===== config.mk =====
export PLATFORM = sky130hd
export DESIGN_NAME = imem_loader_flat
export DESIGN_NICKNAME = d
export VERILOG_FILES = /design/src/rtl/imem_loader_pkg.sv /design/src/rtl/imem_loader_if.sv /design/src/rtl/imem_loader.sv /design/src/flat_wrapper.sv
export SDC_FILE = /design/constraint.sdc
export NUM_CORES = 1
export LEC_CHECK = 0
export BUFFER_PORTS_ARGS = -buffer_cell sky130_fd_sc_hd__buf_2
export CAP_MARGIN = 20
export CORE_MARGIN = 2
export CORE_UTILIZATION = 44
export DETAILED_ROUTE_END_ITERATION = 10
export GPL_TIMING_DRIVEN = 0
export PLACE_DENSITY = 0.66
export SLEW_MARGIN = 30
export SYNTH_ARGS = -nofsm -noshare
export SYNTH_HDL_FRONTEND = slang
export SYNTH_SLANG_ARGS = --single-unit
export TNS_END_PERCENT = 50

===== constraint.sdc =====
create_clock -name clk -period 2.3 [get_ports clk]
set_input_delay 0.575 -clock clk [delete_from_list [all_inputs] [get_ports clk]]
set_output_delay 0.575 -clock clk [all_outputs]
set_load 0.01 [all_outputs]

===== src/rtl/imem_loader_pkg.sv =====
// Shared instruction-memory constants, loader state encoding and word layout.
// Imported by the loader, its bus interface and the instruction memory.
package imem_loader_pkg;

  localparam int unsigned COL         = 16;
  localparam int unsigned ROW_I       = 15;
  localparam int unsigned IMEM_ADDR_W = 4;
  localparam int unsigned BYTE_W      = 8;

  localparam logic [2:0] S_IDLE  = 3'd0;
  localparam logic [2:0] S_LEN   = 3'd1;
  localparam logic [2:0] S_HI    = 3'd2;
  localparam logic [2:0] S_LO    = 3'd3;
  localparam logic [2:0] S_WRITE = 3'd4;
  localparam logic [2:0] S_DONE  = 3'd5;
  localparam logic [2:0] S_ERR   = 3'd6;

  typedef struct packed {
    logic [BYTE_W-1:0] hi;
    logic [BYTE_W-1:0] lo;
  } instr_word_t;

  // A length header is usable when it names between 1 and the number of memory rows.
  function automatic logic len_ok(input logic [BYTE_W-1:0] n, input int unsigned words);
    return (n != '0) && (32'(n) <= words);
  endfunction

endpackage


===== src/rtl/imem_loader_if.sv =====
// Byte-stream, instruction-memory write and CPU-hold signals of the loader.
// The host side uses master; the loader itself uses slave.
interface imem_loader_if
  import imem_loader_pkg::*;
#(
  parameter int unsigned ADDR_W = IMEM_ADDR_W
);

  logic              start;
  logic [BYTE_W-1:0] byte_in;
  logic              byte_valid;
  logic              byte_ready;
  logic              mem_we;
  logic [ADDR_W-1:0] mem_addr;
  logic [COL-1:0]    mem_wdata;
  logic              cpu_hold;
  logic              busy;
  logic              done;
  logic              err;

  modport master (
    output start, byte_in, byte_valid,
    input  byte_ready, mem_we, mem_addr, mem_wdata, cpu_hold, busy, done, err
  );

  modport slave (
    input  start, byte_in, byte_valid,
    output byte_ready, mem_we, mem_addr, mem_wdata, cpu_hold, busy, done, err
  );

endinterface


===== src/rtl/imem_loader.sv =====
// Serial program loader: takes a length byte then hi/lo byte pairs and writes
// each assembled 16-bit word into the instruction memory while the CPU is held.
module imem_loader
  import imem_loader_pkg::*;
#(
  parameter int unsigned WORDS  = ROW_I,
  parameter int unsigned ADDR_W = IMEM_ADDR_W
) (
  input  logic         clk,
  input  logic         reset,
  imem_loader_if.slave bus
);

  localparam int unsigned LEN_W = ADDR_W + 1;

  logic [2:0]        state_q,     state_d;
  logic [ADDR_W-1:0] cnt_q,       cnt_d;
  logic [LEN_W-1:0]  len_q,       len_d;
  logic [BYTE_W-1:0] hi_q,        hi_d;
  logic              mem_we_q,    mem_we_d;
  logic [ADDR_W-1:0] mem_addr_q,  mem_addr_d;
  instr_word_t       mem_wdata_q, mem_wdata_d;
  logic              busy_q,      busy_d;
  logic              cpu_hold_q,  cpu_hold_d;
  logic              done_q,      done_d;
  logic              err_q,       err_d;

  logic byte_ready_c;
  logic xfer_c;
  logic last_word_c;

  // Ready is a pure state decode so the byte source sees no combinational path back.
  assign byte_ready_c = (state_q == S_LEN) || (state_q == S_HI) || (state_q == S_LO);
  assign xfer_c       = bus.byte_valid && byte_ready_c;
  assign last_word_c  = ({1'b0, cnt_q} == (len_q - LEN_W'(1)));

  always_comb begin
    state_d     = state_q;
    cnt_d       = cnt_q;
    len_d       = len_q;
    hi_d        = hi_q;
    mem_addr_d  = mem_addr_q;
    mem_wdata_d = mem_wdata_q;

    case (state_q)
      S_IDLE, S_ERR: begin
        if (bus.start) state_d = S_LEN;
      end
      S_LEN: begin
        if (xfer_c) begin
          if (len_ok(bus.byte_in, WORDS)) begin
            len_d   = LEN_W'(bus.byte_in);
            cnt_d   = '0;
            state_d = S_HI;
          end else begin
            state_d = S_ERR;
          end
        end
      end
      S_HI: begin
        if (xfer_c) begin
          hi_d    = bus.byte_in;
          state_d = S_LO;
        end
      end
      S_LO: begin
        if (xfer_c) begin
          mem_wdata_d = '{hi: hi_q, lo: bus.byte_in};
          mem_addr_d  = cnt_q;
          state_d     = S_WRITE;
        end
      end
      S_WRITE: begin
        if (last_word_c) begin
          state_d = S_DONE;
        end else begin
          cnt_d   = cnt_q + ADDR_W'(1);
          state_d = S_HI;
        end
      end
      S_DONE:  state_d = S_IDLE;
      default: state_d = S_IDLE;
    endcase

    // Status flops are loaded from the next state so they line up with it.
    mem_we_d   = (state_d == S_WRITE);
    busy_d     = (state_d == S_LEN) || (state_d == S_HI) || (state_d == S_LO) ||
                 (state_d == S_WRITE) || (state_d == S_DONE);
    cpu_hold_d = busy_d;
    done_d     = (state_d == S_DONE);
    err_d      = (state_d == S_ERR);
  end

  always_ff @(posedge clk or posedge reset) begin
    if (reset) begin
      state_q     <= S_IDLE;
      cnt_q       <= '0;
      len_q       <= '0;
      hi_q        <= '0;
      mem_we_q    <= 1'b0;
      mem_addr_q  <= '0;
      mem_wdata_q <= '0;
      busy_q      <= 1'b0;
      cpu_hold_q  <= 1'b0;
      done_q      <= 1'b0;
      err_q       <= 1'b0;
    end else begin
      state_q     <= state_d;
      cnt_q       <= cnt_d;
      len_q       <= len_d;
      hi_q        <= hi_d;
      mem_we_q    <= mem_we_d;
      mem_addr_q  <= mem_addr_d;
      mem_wdata_q <= mem_wdata_d;
      busy_q      <= busy_d;
      cpu_hold_q  <= cpu_hold_d;
      done_q      <= done_d;
      err_q       <= err_d;
    end
  end

  assign bus.byte_ready = byte_ready_c;
  assign bus.mem_we     = mem_we_q;
  assign bus.mem_addr   = mem_addr_q;
  assign bus.mem_wdata  = mem_wdata_q;
  assign bus.busy       = busy_q;
  assign bus.cpu_hold   = cpu_hold_q;
  assign bus.done       = done_q;
  assign bus.err        = err_q;

endmodule


===== src/flat_wrapper.sv =====
// flat-port wrapper written by rule: the top's interface ports become plain ports
module imem_loader_flat import imem_loader_pkg::*;
#(
  parameter int unsigned WORDS  = ROW_I,
  parameter int unsigned ADDR_W = IMEM_ADDR_W
)
  (clk, reset, bus_start, bus_byte_in, bus_byte_valid, bus_byte_ready, bus_mem_we, bus_mem_addr, bus_mem_wdata, bus_cpu_hold, bus_busy, bus_done, bus_err);
  imem_loader_if #(.ADDR_W(ADDR_W)) bus_i ();
  input  logic clk;
  input  logic reset;
  input wire logic [$bits(bus_i.start)-1:0] bus_start;
  input wire logic [$bits(bus_i.byte_in)-1:0] bus_byte_in;
  input wire logic [$bits(bus_i.byte_valid)-1:0] bus_byte_valid;
  output wire logic [$bits(bus_i.byte_ready)-1:0] bus_byte_ready;
  output wire logic [$bits(bus_i.mem_we)-1:0] bus_mem_we;
  output wire logic [$bits(bus_i.mem_addr)-1:0] bus_mem_addr;
  output wire logic [$bits(bus_i.mem_wdata)-1:0] bus_mem_wdata;
  output wire logic [$bits(bus_i.cpu_hold)-1:0] bus_cpu_hold;
  output wire logic [$bits(bus_i.busy)-1:0] bus_busy;
  output wire logic [$bits(bus_i.done)-1:0] bus_done;
  output wire logic [$bits(bus_i.err)-1:0] bus_err;
  assign bus_i.start = bus_start;
  assign bus_i.byte_in = bus_byte_in;
  assign bus_i.byte_valid = bus_byte_valid;
  assign bus_byte_ready = bus_i.byte_ready;
  assign bus_mem_we = bus_i.mem_we;
  assign bus_mem_addr = bus_i.mem_addr;
  assign bus_mem_wdata = bus_i.mem_wdata;
  assign bus_cpu_hold = bus_i.cpu_hold;
  assign bus_busy = bus_i.busy;
  assign bus_done = bus_i.done;
  assign bus_err = bus_i.err;
  imem_loader #(.WORDS(WORDS), .ADDR_W(ADDR_W)) u_core (.clk(clk), .reset(reset), .bus(bus_i));
endmodule

; ---- Word level (Yosys, flattened, before mapping)
; Index checks and enable logic that the tools add are counted.
[totals]
regBits = 44
input_bits = 12
[op_classes]
add_sub_neg = 2
n_lt_le_gt_ge = 1
n_eq_ne = 15
n_mux = 11
reduce_logical = 16
[ops]
columns = cell, n
row1 = $mux W3, 6
row2 = $eq A3 B3 Y1 const B, 5
row3 = $pmux W3 S5, 1
row4 = $eq A3 B2 Y1 const B, 4
row5 = $mux W4, 3
row6 = $le A8 B4 Y1 const B, 1
row7 = $pmux W4 S2, 1
row8 = $reduce_bool A8 Y1, 1
row9 = $eq A3 B1 Y1 const B, 2
row10 = $logic_or A1 B1 Y1, 6
row11 = $eq A4 B5 Y1, 1
row12 = $sub A5 B1 Y5 const B, 1
row13 = $add A4 B1 Y4 const B, 1
row14 = $ne A2 B2 Y1 const B, 2
row15 = $reduce_and A2 Y1, 2
row16 = $reduce_and A4 Y1, 1
row17 = $logic_not A3 Y1, 1
row18 = $reduce_and A3 Y1, 1
row19 = $logic_and A1 B1 Y1, 2
row20 = $ne A2 B1 Y1 const B, 1
row21 = $reduce_bool A2 Y1, 1
row22 = $reduce_or A2 Y1, 1

; ---- Logic depth before layout (Yosys ltp)
[depth]
ltp_word = 11
mapped_depth = 7
mapped_depth_nobuf = 7

; ---- Worst setup path before layout
; Ideal clock, no wire load.
[synth_path]
path_kind = in2reg
from = in bus_byte_in[6]
to = reg u_core.len_q[0]
setup_ns = 0.125
t_arrival_ns = 1.769
t_required_ns = 2.175
slack_ns = 0.406
cell_stages = 5
path_cell_list = nor4_2 > o41ai_1 > or4_1 > buf_6 > mux2_4
[synth_via]
elab_chain_cells = 3
elab_cells_between_ends = 4
classes_between = 1 x order compare / 3 x reduce/logical
[synth_rtl]
columns = item, line_no
row1 = from (decl), flat_wrapper.sv:12  ; input wire logic [$bits(bus_i.byte_in)-1:0] bus_byte_in;
row2 = $le A8 B4 Y1 or $reduce_bool A8 Y1 (tied branches), imem_loader_pkg.sv:25  ; return (n != '0) && (32'(n) <= words);
row3 = $logic_and A1 B1 Y1 (*), imem_loader_pkg.sv:25
row4 = $reduce_and A3 Y1 (no line) (*), n/a
row5 = to (signal assigned), imem_loader.sv:110  ; len_q <= len_d;
row6 = to (decl), imem_loader.sv:18  ; logic [LEN_W-1:0] len_q, len_d;
; Mark *: on every way between the ends. The rest lies on a longest branch, timed or not.
; A chain may end at the register's enable or synchronous reset.

; ---- Final worst setup path
[layout_path]
from = reg u_core.len_q[0]
to = reg u_core.cnt_q[1]
[layout_via]
elab_chain_cells = 4
[layout_rtl]
columns = item, line_no
row1 = $sub A5 B1 Y5, imem_loader.sv:35  ; assign last_word_c = ({1'b0, cnt_q} == (len_q - LEN_W'(1)));
row2 = $eq A4 B5 Y1, imem_loader.sv:35
row3 = $ne A2 B2 Y1 (no line), n/a
row4 = $reduce_and A4 Y1 (no line), n/a
row5 = to (signal assigned), imem_loader.sv:109  ; cnt_q <= cnt_d;
row6 = to (decl), imem_loader.sv:17  ; logic [ADDR_W-1:0] cnt_q, cnt_d;
; No other way between the ends.

==> impl_metrics.yaml <==
power:
  sw_frac_of_total: 0.352
  pwr_density_cell_nw_per_um2: 1330
  clkPwrFrac: 0.202
  switchingPower_mw: 1.09
  irDropWorstVdd_uv: 783
  finalPower_mw: 3.09
  seqPwrFrac: 0.421
  p_comb_frac: 0.377
  p_int_mw: 2.00
  power.leakage_nw: 1.26
sta:
  finalHoldViolations: 0
  slew_headroom: 0.530
  hold_ws_ns: 0.269
  post-route-period-util: 0.853
  period_minus_slack_ns: 1.96
  skew_ns: 0.00824
  final-setup-viol-count: 0
  achievable-frequency_ghz: 0.510
  worst_pin_slew_ns: 0.701
  tns_ns: 0
  drv_slew: 0
  rsz0062_at_grt: "no"
finish:
  final_layout_size_suffix_gt1_frac: 0.305
  area.growth.synth_to_final_pct: 20.2
  final_cells: 288
  final_nets: 249
  antenna_cells: 0
  final_cell_mix: "nand2_1, dfrtp_1, buf_2"
  final_common_cell: "nand2_1"
place:
  gp_congestion: 0.819
  numPortBuffers: 37
  hpwl_mm: 2.66
  dp_cells: 280
global_routing:
  antenna_found_initial: 0
  grt_pass1_vias: 1326
  gr-usage-all-layers: 0.172
  grt_pass1_wl_mm: 6.52
  overflow: 0
  grt_max_degree: 26
critical_path:
  rrSetupSlack_ns: 0.34
  worstSetupStartpoint: "u_core.len_q[0]"
  r2r_end: "u_core.cnt_q[1]"
  crit_path_end: "u_core.cnt_q[1]"
  r2r_cells: 7
  crit_fanout: 4
  critPathRequiredTime_ns: 2.53
  cp-end-kind: "register"
  start_kind: "register"
  crit_arrival_ns: 2.19
  rr_startpoint: "u_core.len_q[0]"
  path_class: "register to register"
die:
  die-area_um2: 4950
  rows: 24
  die_w_um: 70.4
  fp.dieH_um: 70.4
  core-area_um2: 4290
  start_util: 0.451
  ios: 38
status:
  status: "completed"
synthesis:
  syn_nets: 204
  syn_area_um2: 1940
  syn_area_per_cell_um2: 10.2
  synth-edff-count: 0
  synth_cell_types: 35
  synth-seq-cells: 44
  ys.flop_type: "dfrtp_1"
  synth_seq_area_share: 0.568
  async_reset_ff_frac: 1.00
  yosys_warnings: 0
  synthesis.instances: 190
clock_network:
  clk_pin_slew_ns: 0.09
  clkSinkCount: 44
  cts_buffers: 5
  clock_path_buffers: 2
  cts_tree: "built"
  worst_skew_pair.late_latency_ns: 0.30
  post_cts_buffers: 0
  cts_resized: 0
  cts_hold_buf: 0
  root_buffer: "clkbuf_8"
  h-tree-depth: 2
worst_hold_path:
  holdCritPathClass: "input pin to async pin"
route:
  drtIter0Drc: 85
  antenna_left: 0
  drcViolationCount: 0
  routed_wl_mm: 3.82
  drt-vias-per-instance: 4.81
  wl_per_cell_um: 13.3
  dr.pass1.iters: 4
  vias: 1385
job:
  maxCapViolCount: 0
synth_stat cells (all sizes together), types with 2 or more instances:
| library cell | n | area (um^2) |
|---|---|---|
| a21oi | 3 | 15.0 |
| or2 | 2 | 12.5 |
| mux2 | 12 | 150 |
| inv | 8 | 30.0 |
| nor2 | 6 | 22.5 |
| nand3 | 3 | 15.0 |
| clkbuf | 3 | 11.3 |
| xor2 | 4 | 35.0 |
| or3 | 2 | 12.5 |
| buf | 7 | 43.8 |
| nand2b | 2 | 12.5 |
| dfrtp | 44 | 1100 |
| xnor2 | 2 | 17.5 |
| mux2i | 4 | 40.0 |
| ha | 2 | 25.0 |
| nand2 | 69 | 259 |
| nor3 | 3 | 20.0 |
critical path: stages, from the launching register on:
cell       delay, ns
dfrtp_1         0.43
inv_1           0.06
ha_1            0.24
o21ba_2         0.20
a221oi_1        0.29
o2111ai_1       0.22
nand3_1         0.23
mux2i_1         0.20
flip-flops by register name, indices dropped and copies added, names as in the netlist:
name,count
u_core.bus.mem_wdata,16
u_core.bus.busy,1
u_core.bus.mem_addr,4
u_core.state_q,3
u_core.bus.err,1
u_core.bus.mem_we,1
u_core.hi_q,8
u_core.len_q,5
u_core.bus.done,1
u_core.cnt_q,4
metal layers:
metal,routed length (um),global-route usage,share of wire
met3,147,0.0505,0.038
met4,73,0.0705,0.019
met1,1820,0.237,0.48
met2,1780,0.255,0.47
met5,0,0,0
power groups by stage:
stage / registers [mW] / clock network, mW / logic [mW]
detailed placement: 1.32 / 0 / 1.17
global route: 1.35 / 0.672 / 1.30
CTS: 1.30 / 0.641 / 1.18
finish: 1.30 / 0.623 / 1.17
floorplan: 1.37 / 0 / 0.738
global placement: 1.31 / 0 / 1.14
cell families (layout without fill, tap and decap cells):
kind of cell	count (synthesis)	after routing	synth area share
compound gates	12	12	0.0452
xor+xnor	6	6	0.0271
fa+ha+maj	2	2	0.0129
buf+inv	18	64	0.0439
flops	44	44	0.568
mux	16	16	0.0981
simple gates	92	92	0.205
per-stage QoR:
step	worst slack (ns)	area (um^2)	utilization
2_1_floorplan	0.406	1940	-
3_3_place_gp	0.0959	2190	0.510
3_5_place_dp	0.136	2210	0.514
4_1_cts	0.318	2330	0.543
5_1_grt	0.144	2330	0.543
6_report	0.339	2330	0.543
layout make-up:
class,instances,area [um^2]
Timing Repair Buffer,38,205
Inverter,8,30.0
Buffer,10,55.1
Clock inverter,2,38.8
Multi-Input combinational cell,128,752
Fill cell,395,1960
Sequential cell,44,1100
Tap cell,52,65.1
Clock buffer,6,82.6
worst min-delay path by stage:
stage	start	endpoint	slack (ns)	cells after the start
finish	reset	u_core.bus.mem_wdata[8]	0.27	2
global route	reset	u_core.bus.mem_we	0.29	2
detailed placement	u_core.hi_q[7]	u_core.bus.mem_wdata[15]	0.46	2
global placement	u_core.hi_q[0]	u_core.bus.mem_wdata[8]	0.45	2
floorplan	u_core.hi_q[2]	u_core.bus.mem_wdata[10]	0.43	2
CTS	reset	u_core.bus.mem_wdata[10]	0.28	2
Note: power is estimated with default switching activity, not from simulation.
